[src/rtl/pong_pkg.sv]
// Shared state encoding, score limit and BCD score conversion for the Pong match controller.
package pong_pkg;

  typedef enum logic [2:0] {
    ST_NEWGAME = 3'd0,
    ST_SERVE   = 3'd1,
    ST_PLAY    = 3'd2,
    ST_CHECK   = 3'd3,
    ST_OVER    = 3'd4
  } state_t;

  localparam logic [6:0] MAX_SCORE = 7'd99;

  function automatic logic [6:0] bcd_to_bin(input logic [3:0] d1, input logic [3:0] d0);
    logic [6:0] v;
    v = 7'(d1) * 7'd10 + 7'(d0);
    return v;
  endfunction

endpackage

[src/rtl/pong_score_ctrl_if.sv]
// Score-path bundle between the match controller and collision logic, counters and overlay.
interface pong_score_ctrl_if;
  logic       tick;
  logic       btn_start;
  logic       miss_left;
  logic       miss_right;
  logic [3:0] l_dig1;
  logic [3:0] l_dig0;
  logic [3:0] r_dig1;
  logic [3:0] r_dig0;
  logic       inc_left;
  logic       inc_right;
  logic       clr;
  logic       ball_still;
  logic       game_over;
  logic       winner;
  logic [2:0] state_o;

  modport master (
    input  tick, btn_start, miss_left, miss_right,
    input  l_dig1, l_dig0, r_dig1, r_dig0,
    output inc_left, inc_right, clr, ball_still, game_over, winner, state_o
  );

  modport slave (
    output tick, btn_start, miss_left, miss_right,
    output l_dig1, l_dig0, r_dig1, r_dig0,
    input  inc_left, inc_right, clr, ball_still, game_over, winner, state_o
  );
endinterface

[src/rtl/pong_serve_timer.sv]
// Serve delay: loadable down-counter stepped by the frame tick with a zero flag.
// Load takes priority over tick; the count holds at zero; no backpressure.
module pong_serve_timer #(
  parameter int SERVE_TICKS = 120,
  parameter int TW          = $clog2(SERVE_TICKS + 1)
) (
  input  logic clk,
  input  logic reset,
  input  logic load,
  input  logic tick,
  output logic zero
);

  logic [TW-1:0] cnt;

  always_ff @(posedge clk or posedge reset) begin
    if (reset) begin
      cnt <= '0;
    end else if (load) begin
      cnt <= TW'(SERVE_TICKS);
    end else if (tick && (cnt != '0)) begin
      cnt <= cnt - 1'b1;
    end
  end

  assign zero = (cnt == '0);

endmodule

[src/rtl/pong_score_ctrl.sv]
// Pong match FSM: owns score increment/clear strobes, serve delay, win detection; all outputs registered.
// Build with WIN_BY_TWO_EN defined to require a two-point lead for a win.
module pong_score_ctrl
  import pong_pkg::*;
#(
  parameter int WIN_SCORE   = 7,
  parameter int SERVE_TICKS = 120
) (
  input logic              clk,
  input logic              reset,
  pong_score_ctrl_if.master bus
);

  localparam int         TW      = $clog2(SERVE_TICKS + 1);
  localparam logic [6:0] WIN_BIN = 7'(WIN_SCORE);

  state_t     state_q, state_nx;
  logic       check_ph_q, check_ph_nx;
  logic       sat_q, sat_nx;
  logic       scorer_q, scorer_nx;
  logic       armed_q, armed_nx;
  logic       winner_q, winner_nx;
  logic       inc_left_q, inc_left_nx;
  logic       inc_right_q, inc_right_nx;
  logic       clr_q, ball_still_q, game_over_q;
  logic       timer_load, timer_zero;
  logic [6:0] l_score, r_score;
  logic       left_wins, right_wins;

  assign l_score = bcd_to_bin(bus.l_dig1, bus.l_dig0);
  assign r_score = bcd_to_bin(bus.r_dig1, bus.r_dig0);

`ifdef WIN_BY_TWO_EN
  assign left_wins  = (l_score >= WIN_BIN) && ({1'b0, l_score} >= {1'b0, r_score} + 8'd2);
  assign right_wins = (r_score >= WIN_BIN) && ({1'b0, r_score} >= {1'b0, l_score} + 8'd2);
`else
  assign left_wins  = (l_score >= WIN_BIN);
  assign right_wins = (r_score >= WIN_BIN);
`endif

  pong_serve_timer #(
    .SERVE_TICKS(SERVE_TICKS),
    .TW         (TW)
  ) u_serve_timer (
    .clk  (clk),
    .reset(reset),
    .load (timer_load),
    .tick (bus.tick),
    .zero (timer_zero)
  );

  always_comb begin
    state_nx     = state_q;
    check_ph_nx  = 1'b0;
    sat_nx       = sat_q;
    scorer_nx    = scorer_q;
    armed_nx     = 1'b0;
    winner_nx    = winner_q;
    inc_left_nx  = 1'b0;
    inc_right_nx = 1'b0;
    timer_load   = 1'b0;

    case (state_q)
      ST_NEWGAME: begin
        if (bus.btn_start) begin
          state_nx   = ST_SERVE;
          timer_load = 1'b1;
        end
      end

      ST_SERVE: begin
        if (timer_zero) begin
          state_nx = ST_PLAY;
        end
      end

      ST_PLAY: begin
        if (bus.miss_left && bus.miss_right) begin
          state_nx   = ST_SERVE;
          timer_load = 1'b1;
        end else if (bus.miss_right) begin
          // A point on a saturated counter is remembered instead of issued.
          state_nx    = ST_CHECK;
          scorer_nx   = 1'b0;
          sat_nx      = (l_score >= MAX_SCORE);
          inc_left_nx = (l_score < MAX_SCORE);
        end else if (bus.miss_left) begin
          state_nx     = ST_CHECK;
          scorer_nx    = 1'b1;
          sat_nx       = (r_score >= MAX_SCORE);
          inc_right_nx = (r_score < MAX_SCORE);
        end
      end

      ST_CHECK: begin
        // First cycle waits for the counter to absorb the increment.
        if (!check_ph_q) begin
          check_ph_nx = 1'b1;
        end else if (sat_q) begin
          state_nx  = ST_OVER;
          winner_nx = scorer_q;
        end else if (left_wins) begin
          state_nx  = ST_OVER;
          winner_nx = 1'b0;
        end else if (right_wins) begin
          state_nx  = ST_OVER;
          winner_nx = 1'b1;
        end else begin
          state_nx   = ST_SERVE;
          timer_load = 1'b1;
        end
      end

      ST_OVER: begin
        armed_nx = armed_q | ~bus.btn_start;
        if (armed_q && bus.btn_start) begin
          state_nx = ST_NEWGAME;
        end
      end

      default: begin
        state_nx = ST_NEWGAME;
      end
    endcase
  end

  always_ff @(posedge clk or posedge reset) begin
    if (reset) begin
      state_q      <= ST_NEWGAME;
      check_ph_q   <= 1'b0;
      sat_q        <= 1'b0;
      scorer_q     <= 1'b0;
      armed_q      <= 1'b0;
      winner_q     <= 1'b0;
      inc_left_q   <= 1'b0;
      inc_right_q  <= 1'b0;
      clr_q        <= 1'b1;
      ball_still_q <= 1'b1;
      game_over_q  <= 1'b0;
    end else begin
      state_q      <= state_nx;
      check_ph_q   <= check_ph_nx;
      sat_q        <= sat_nx;
      scorer_q     <= scorer_nx;
      armed_q      <= armed_nx;
      winner_q     <= winner_nx;
      inc_left_q   <= inc_left_nx;
      inc_right_q  <= inc_right_nx;
      clr_q        <= (state_nx == ST_NEWGAME);
      ball_still_q <= (state_nx != ST_PLAY);
      game_over_q  <= (state_nx == ST_OVER);
    end
  end

  assign bus.inc_left   = inc_left_q;
  assign bus.inc_right  = inc_right_q;
  assign bus.clr        = clr_q;
  assign bus.ball_still = ball_still_q;
  assign bus.game_over  = game_over_q;
  assign bus.winner     = winner_q;
  assign bus.state_o    = state_q;

endmodule

[src/flat_wrapper.sv]
// flat-port wrapper written by rule: the top's interface ports become plain ports
module pong_score_ctrl_flat import pong_pkg::*;
#(
  parameter int WIN_SCORE   = 7,
  parameter int SERVE_TICKS = 120
)
  (clk, reset, bus_tick, bus_btn_start, bus_miss_left, bus_miss_right, bus_l_dig1, bus_l_dig0, bus_r_dig1, bus_r_dig0, bus_inc_left, bus_inc_right, bus_clr, bus_ball_still, bus_game_over, bus_winner, bus_state_o);
  pong_score_ctrl_if bus_i ();
  input logic clk;
  input logic reset;
  input wire logic [$bits(bus_i.tick)-1:0] bus_tick;
  input wire logic [$bits(bus_i.btn_start)-1:0] bus_btn_start;
  input wire logic [$bits(bus_i.miss_left)-1:0] bus_miss_left;
  input wire logic [$bits(bus_i.miss_right)-1:0] bus_miss_right;
  input wire logic [$bits(bus_i.l_dig1)-1:0] bus_l_dig1;
  input wire logic [$bits(bus_i.l_dig0)-1:0] bus_l_dig0;
  input wire logic [$bits(bus_i.r_dig1)-1:0] bus_r_dig1;
  input wire logic [$bits(bus_i.r_dig0)-1:0] bus_r_dig0;
  output wire logic [$bits(bus_i.inc_left)-1:0] bus_inc_left;
  output wire logic [$bits(bus_i.inc_right)-1:0] bus_inc_right;
  output wire logic [$bits(bus_i.clr)-1:0] bus_clr;
  output wire logic [$bits(bus_i.ball_still)-1:0] bus_ball_still;
  output wire logic [$bits(bus_i.game_over)-1:0] bus_game_over;
  output wire logic [$bits(bus_i.winner)-1:0] bus_winner;
  output wire logic [$bits(bus_i.state_o)-1:0] bus_state_o;
  assign bus_i.tick = bus_tick;
  assign bus_i.btn_start = bus_btn_start;
  assign bus_i.miss_left = bus_miss_left;
  assign bus_i.miss_right = bus_miss_right;
  assign bus_i.l_dig1 = bus_l_dig1;
  assign bus_i.l_dig0 = bus_l_dig0;
  assign bus_i.r_dig1 = bus_r_dig1;
  assign bus_i.r_dig0 = bus_r_dig0;
  assign bus_inc_left = bus_i.inc_left;
  assign bus_inc_right = bus_i.inc_right;
  assign bus_clr = bus_i.clr;
  assign bus_ball_still = bus_i.ball_still;
  assign bus_game_over = bus_i.game_over;
  assign bus_winner = bus_i.winner;
  assign bus_state_o = bus_i.state_o;
  pong_score_ctrl #(.WIN_SCORE(WIN_SCORE), .SERVE_TICKS(SERVE_TICKS)) u_core (.clk(clk), .reset(reset), .bus(bus_i));
endmodule
[config.mk]
export PLATFORM = sky130hd
export DESIGN_NAME = pong_score_ctrl_flat
export DESIGN_NICKNAME = d
export VERILOG_FILES = /design/src/rtl/pong_pkg.sv /design/src/rtl/pong_score_ctrl_if.sv /design/src/rtl/pong_serve_timer.sv /design/src/rtl/pong_score_ctrl.sv /design/src/flat_wrapper.sv
export SDC_FILE = /design/constraint.sdc
export NUM_CORES = 1
export LEC_CHECK = 0
export ABC_AREA = 1
export CAP_MARGIN = 10
export CORE_UTILIZATION = 47
export DETAILED_ROUTE_END_ITERATION = 8
export PLACE_DENSITY = 0.76
export SYNTH_ARGS = -nofsm -noshare
export SYNTH_HDL_FRONTEND = slang
export SYNTH_SLANG_ARGS = --single-unit
export TNS_END_PERCENT = 50
[constraint.sdc]
create_clock -name clk -period 1.45 [get_ports clk]
set_input_delay 0.2175 -clock clk [delete_from_list [all_inputs] [get_ports clk]]
set_output_delay 0.2175 -clock clk [all_outputs]
set_load 0.02 [all_outputs]
==> impl_summary.md <==
Outcome
The flow ran to the end, but the final reports show violations. The checks that failed: setup timing.

Critical path
The data arrival at the endpoint of the critical path is roughly 2100 ps. The slack of the worst reg-to-reg path is about 20 ps. The destination of the worst register-to-register timing path is u_core.u_serve_timer.cnt[6]$_DFFE_PP0P_. The kind of end point of the critical path is a flop. The classification of the worst setup path is in -> reg.

The source of the worst register-to-register timing path is u_core.u_serve_timer.cnt[0]$_DFFE_PP0P_. The worst path required time is approximately 1700 ps. The maximum fanout along the worst path is 5. The worst-case reg-to-reg path depth is 10.

The startpoint type of the worst setup path is an input port.

Clocking
After clock tree synthesis, the clock-pin slew on the worst setup and hold paths is roughly 130 ps. The clock latency at the later pin of the worst-skew pair is slightly above 300 ps. In this run, CTS created clock tree buffers numbering 3. Clock tree synthesis found a total of 20 sinks. The H-tree depth reported by CTS is 1. CTS placed an instance of clkbuf_4 at the clock tree root. TritonCTS built the clock tree. The maximum clock path buffer count is 2.

GRT
Across every metal layer, demand over resource in global routing totals 0.209. The initial antenna violation count is 0. After global routing the overflow that remains totals 0. The number of global-route vias before repair is 1494.

The first global-routing pass estimated roughly 5900 um of wire. The maximum number of pins on one net before global-route repair is 21.

Route
The initial detailed-routing violation count is between 40 and 50. After detailed routing, the number of vias per cell comes to between 4 and 5. The final layout contains routed wiring with a total length of between 3000 and 4000 um. The vias after detailed routing is around 1500.

The total iterations of the first detailed-routing run is 4. In the routed design, unresolved DRC markers number 0. The detail route stage leaves a number of antenna-violating nets equal to 0.

After detailed routing, the average wire length per cell comes to ~10 um.

Finish
The number of flip-flops in the largest register is 7. For this run, the share of the core covered by cells in the final layout is 0.765. The repair_antennas step left the layout with diodes totalling 0. The most common library cell in the layout ignoring fill and taps is nand2_1. The share of final-layout standard cells stronger than drive strength 1 is 0.339.

The layout has about 250 filler cells. The final layout net count is 317. The signed area change from the synthesized netlist to the final layout is 49.0%. The register with the most flip-flops in the final layout is u_core.u_serve_timer.cnt. In the layout the commonest cells are 43 x nand2_1, 30 x buf_4, 28 x inv_1, 18 x dfrtp_1, 16 x nor2_1.

Timing
The count of pins over their slew limit came to 0. Setup violations remaining at the end of the flow were counted as 16. The routed design could run at a clock period as short as between 1500 and 2000 ps.

The worst pin sits at a relative slew slack of 0.746. The period utilization is 1.31. For this run, the top clock speed supported by timing is between 0.5 and 0.6 GHz. The worst hold margin is 203 ps. Setup repair after global routing could not meet its margin everywhere. The post-route worst setup slack is -445 ps.

The final hold violation count is 0. The pin slew with the least headroom to its limit is around 380 ps. The worst clock skew is around 17 ps.

Floorplanning
In this run the vertical extent of the chip is about 61 um. The die is between 60 and 70 um wide. The number of placement rows is 20. The area enclosed by the die boundary is roughly 3700 um2. The floorplan step defined a core boundary enclosing ~3200 um2.

In this run the count of I/O pins placed on the die edge is 31. The starting density of the core is 0.513.

Power and ir drop
The leakage component of the power is roughly 1.2 nW. Power spread over the standard cell area amounts to about 1100 nW/um2. The worst-case IR drop observed on VDD is around 1.2 mV.

Synth
The synthesized net count is 251. In the synthesized netlist, the number of instances is between 200 and 250. The synthesis warning total is 0. The cell area after synthesis is approximately 1600 um2. The share of the Yosys chip area taken by registers is 0.311. A synthesized cell averages 7.74 um2. In this run, distinct cell masters in the synthesized netlist total 27. The number of synthesized register bits is 20.

Placed design
The placer's final routability congestion estimate is approximately 0.84. The number of I/O port buffers is 30. The placed wire-length estimate is ~2700 um.

Hold path
The tightest min-delay check is of the in -> async type.

Job
The tool flagged a number of max-cap violations equal to 0.
[per-layer routing]
metal / vias up / share of wire / global-route usage
li1: 799 / - / -
met1: 697 / 0.45 / 0.269
met2: 20 / 0.51 / 0.374
met3: 2 / 0.036 / 0.0448
met4: 0 / 0.0030 / 0.0195
met5: - / 0 / 0
[where the power goes]
group / switching [W] / leakage (nW) / internal (W) / total (W)
logic: 0.000756 / 0.939 / 0.000671 / 0.00143
registers: 0.000103 / 0.244 / 0.000726 / 0.000829
clock network: 0.000180 / 0.0279 / 0.000280 / 0.000459
total: 0.00104 / 1.21 / 0.00168 / 0.00272
[logic make-up after synthesis]
group | Yosys count | synth area share
flip-flops | 20 | 0.311
XOR/XNOR | 9 | 0.0487
buffers and inverters | 32 | 0.0742
adder cells (fa/ha/maj) | 20 | 0.173
AND/OR/NAND/NOR | 116 | 0.349
AO/OA/AOI/OAI | 12 | 0.0441
[stage by stage]
| stage | total power (W) | setup TNS, ps | area [um2] | std cells | setup slack [ps] |
|---|---|---|---|---|---|
| 4_1_cts | 0.00269 | -5630 | 2380 | 318 | -431 |
| 6_report | 0.00272 | -6020 | 2410 | 318 | -445 |
| 2_1_floorplan | 0.00166 | -7360 | 1680 | 209 | -535 |
| 3_3_place_gp | 0.00216 | -17770 | 2240 | 310 | -1190 |
| 3_5_place_dp | 0.00219 | -18160 | 2240 | 310 | -1230 |
| 5_1_grt | 0.00294 | -7510 | 2410 | 318 | -531 |
[timing repair]
| item | CTS | global route |
|---|---|---|
| pin swaps | 35 | 18 |
| resized for setup | 65 | 14 |
| endpoints found under the setup margin | 25 | 16 |
| buffers inserted | 4 | 0 |
| hold endpoints to repair | 0 | 0 |
| hold buffers | 0 | 0 |
[cell usage after synthesis (all sizes together)]
cell,instances,area (um2)
o21a,1,7.51
nand2,55,229
dfstp,2,52.6
dfrtp,18,450
nor3,4,25.0
inv,32,120
fa,4,80.1
nor3b,1,7.51
nand3,27,150
o21bai,2,15.0
nor2,22,105
nand3b,3,22.5
xnor2,3,26.3
nand4,3,18.8
xor2,6,52.6
o21ai,4,20.0
ha,16,200
or2,1,6.26
a21oi,5,28.8
[area by class of cell]
type | count | area, um2 | area share
clock buffers | 3 | 22.5 | 0.00934
clock inverters | 1 | 30.0 | 0.0125
inverters | 32 | 120 | 0.0498
multi-input cells | 157 | 1180 | 0.488
flip-flops and latches | 20 | 503 | 0.209
well taps | 44 | 55.1 | 0.0228
repair buffers | 61 | 504 | 0.209
[worst max-delay path: stages]
cell	delay (ps)
buf_8	100
ha_4	230
ha_4	150
fa_1	510
nand2_2	110
nor2_1	50
nand2_1	70
nand3_2	70
nand2_2	70
nand2_2	60
nor2_4	180
nand3_4	130
nand2_4	100
nor2_1	40
[how the worst max path moves through the flow]
stage / startpoint / endpoint / slack (ps) / cells past startpoint
3_3_place_gp: bus_l_dig1[3] / u_core.u_serve_timer.cnt[0]$_DFFE_PP0P_ / -1190 / 13
2_1_floorplan: bus_r_dig1[1] / u_core.u_serve_timer.cnt[2]$_DFFE_PP0P_ / -540 / 12
6_report: bus_l_dig1[3] / u_core.u_serve_timer.cnt[0]$_DFFE_PP0P_ / -450 / 14
4_1_cts: bus_l_dig1[3] / u_core.u_serve_timer.cnt[0]$_DFFE_PP0P_ / -430 / 14
5_1_grt: bus_l_dig1[3] / u_core.u_serve_timer.cnt[0]$_DFFE_PP0P_ / -530 / 14
3_5_place_dp: bus_r_dig1[1] / u_core.u_serve_timer.cnt[2]$_DFFE_PP0P_ / -1230 / 13
Note: power is estimated with default switching activity, not from simulation.
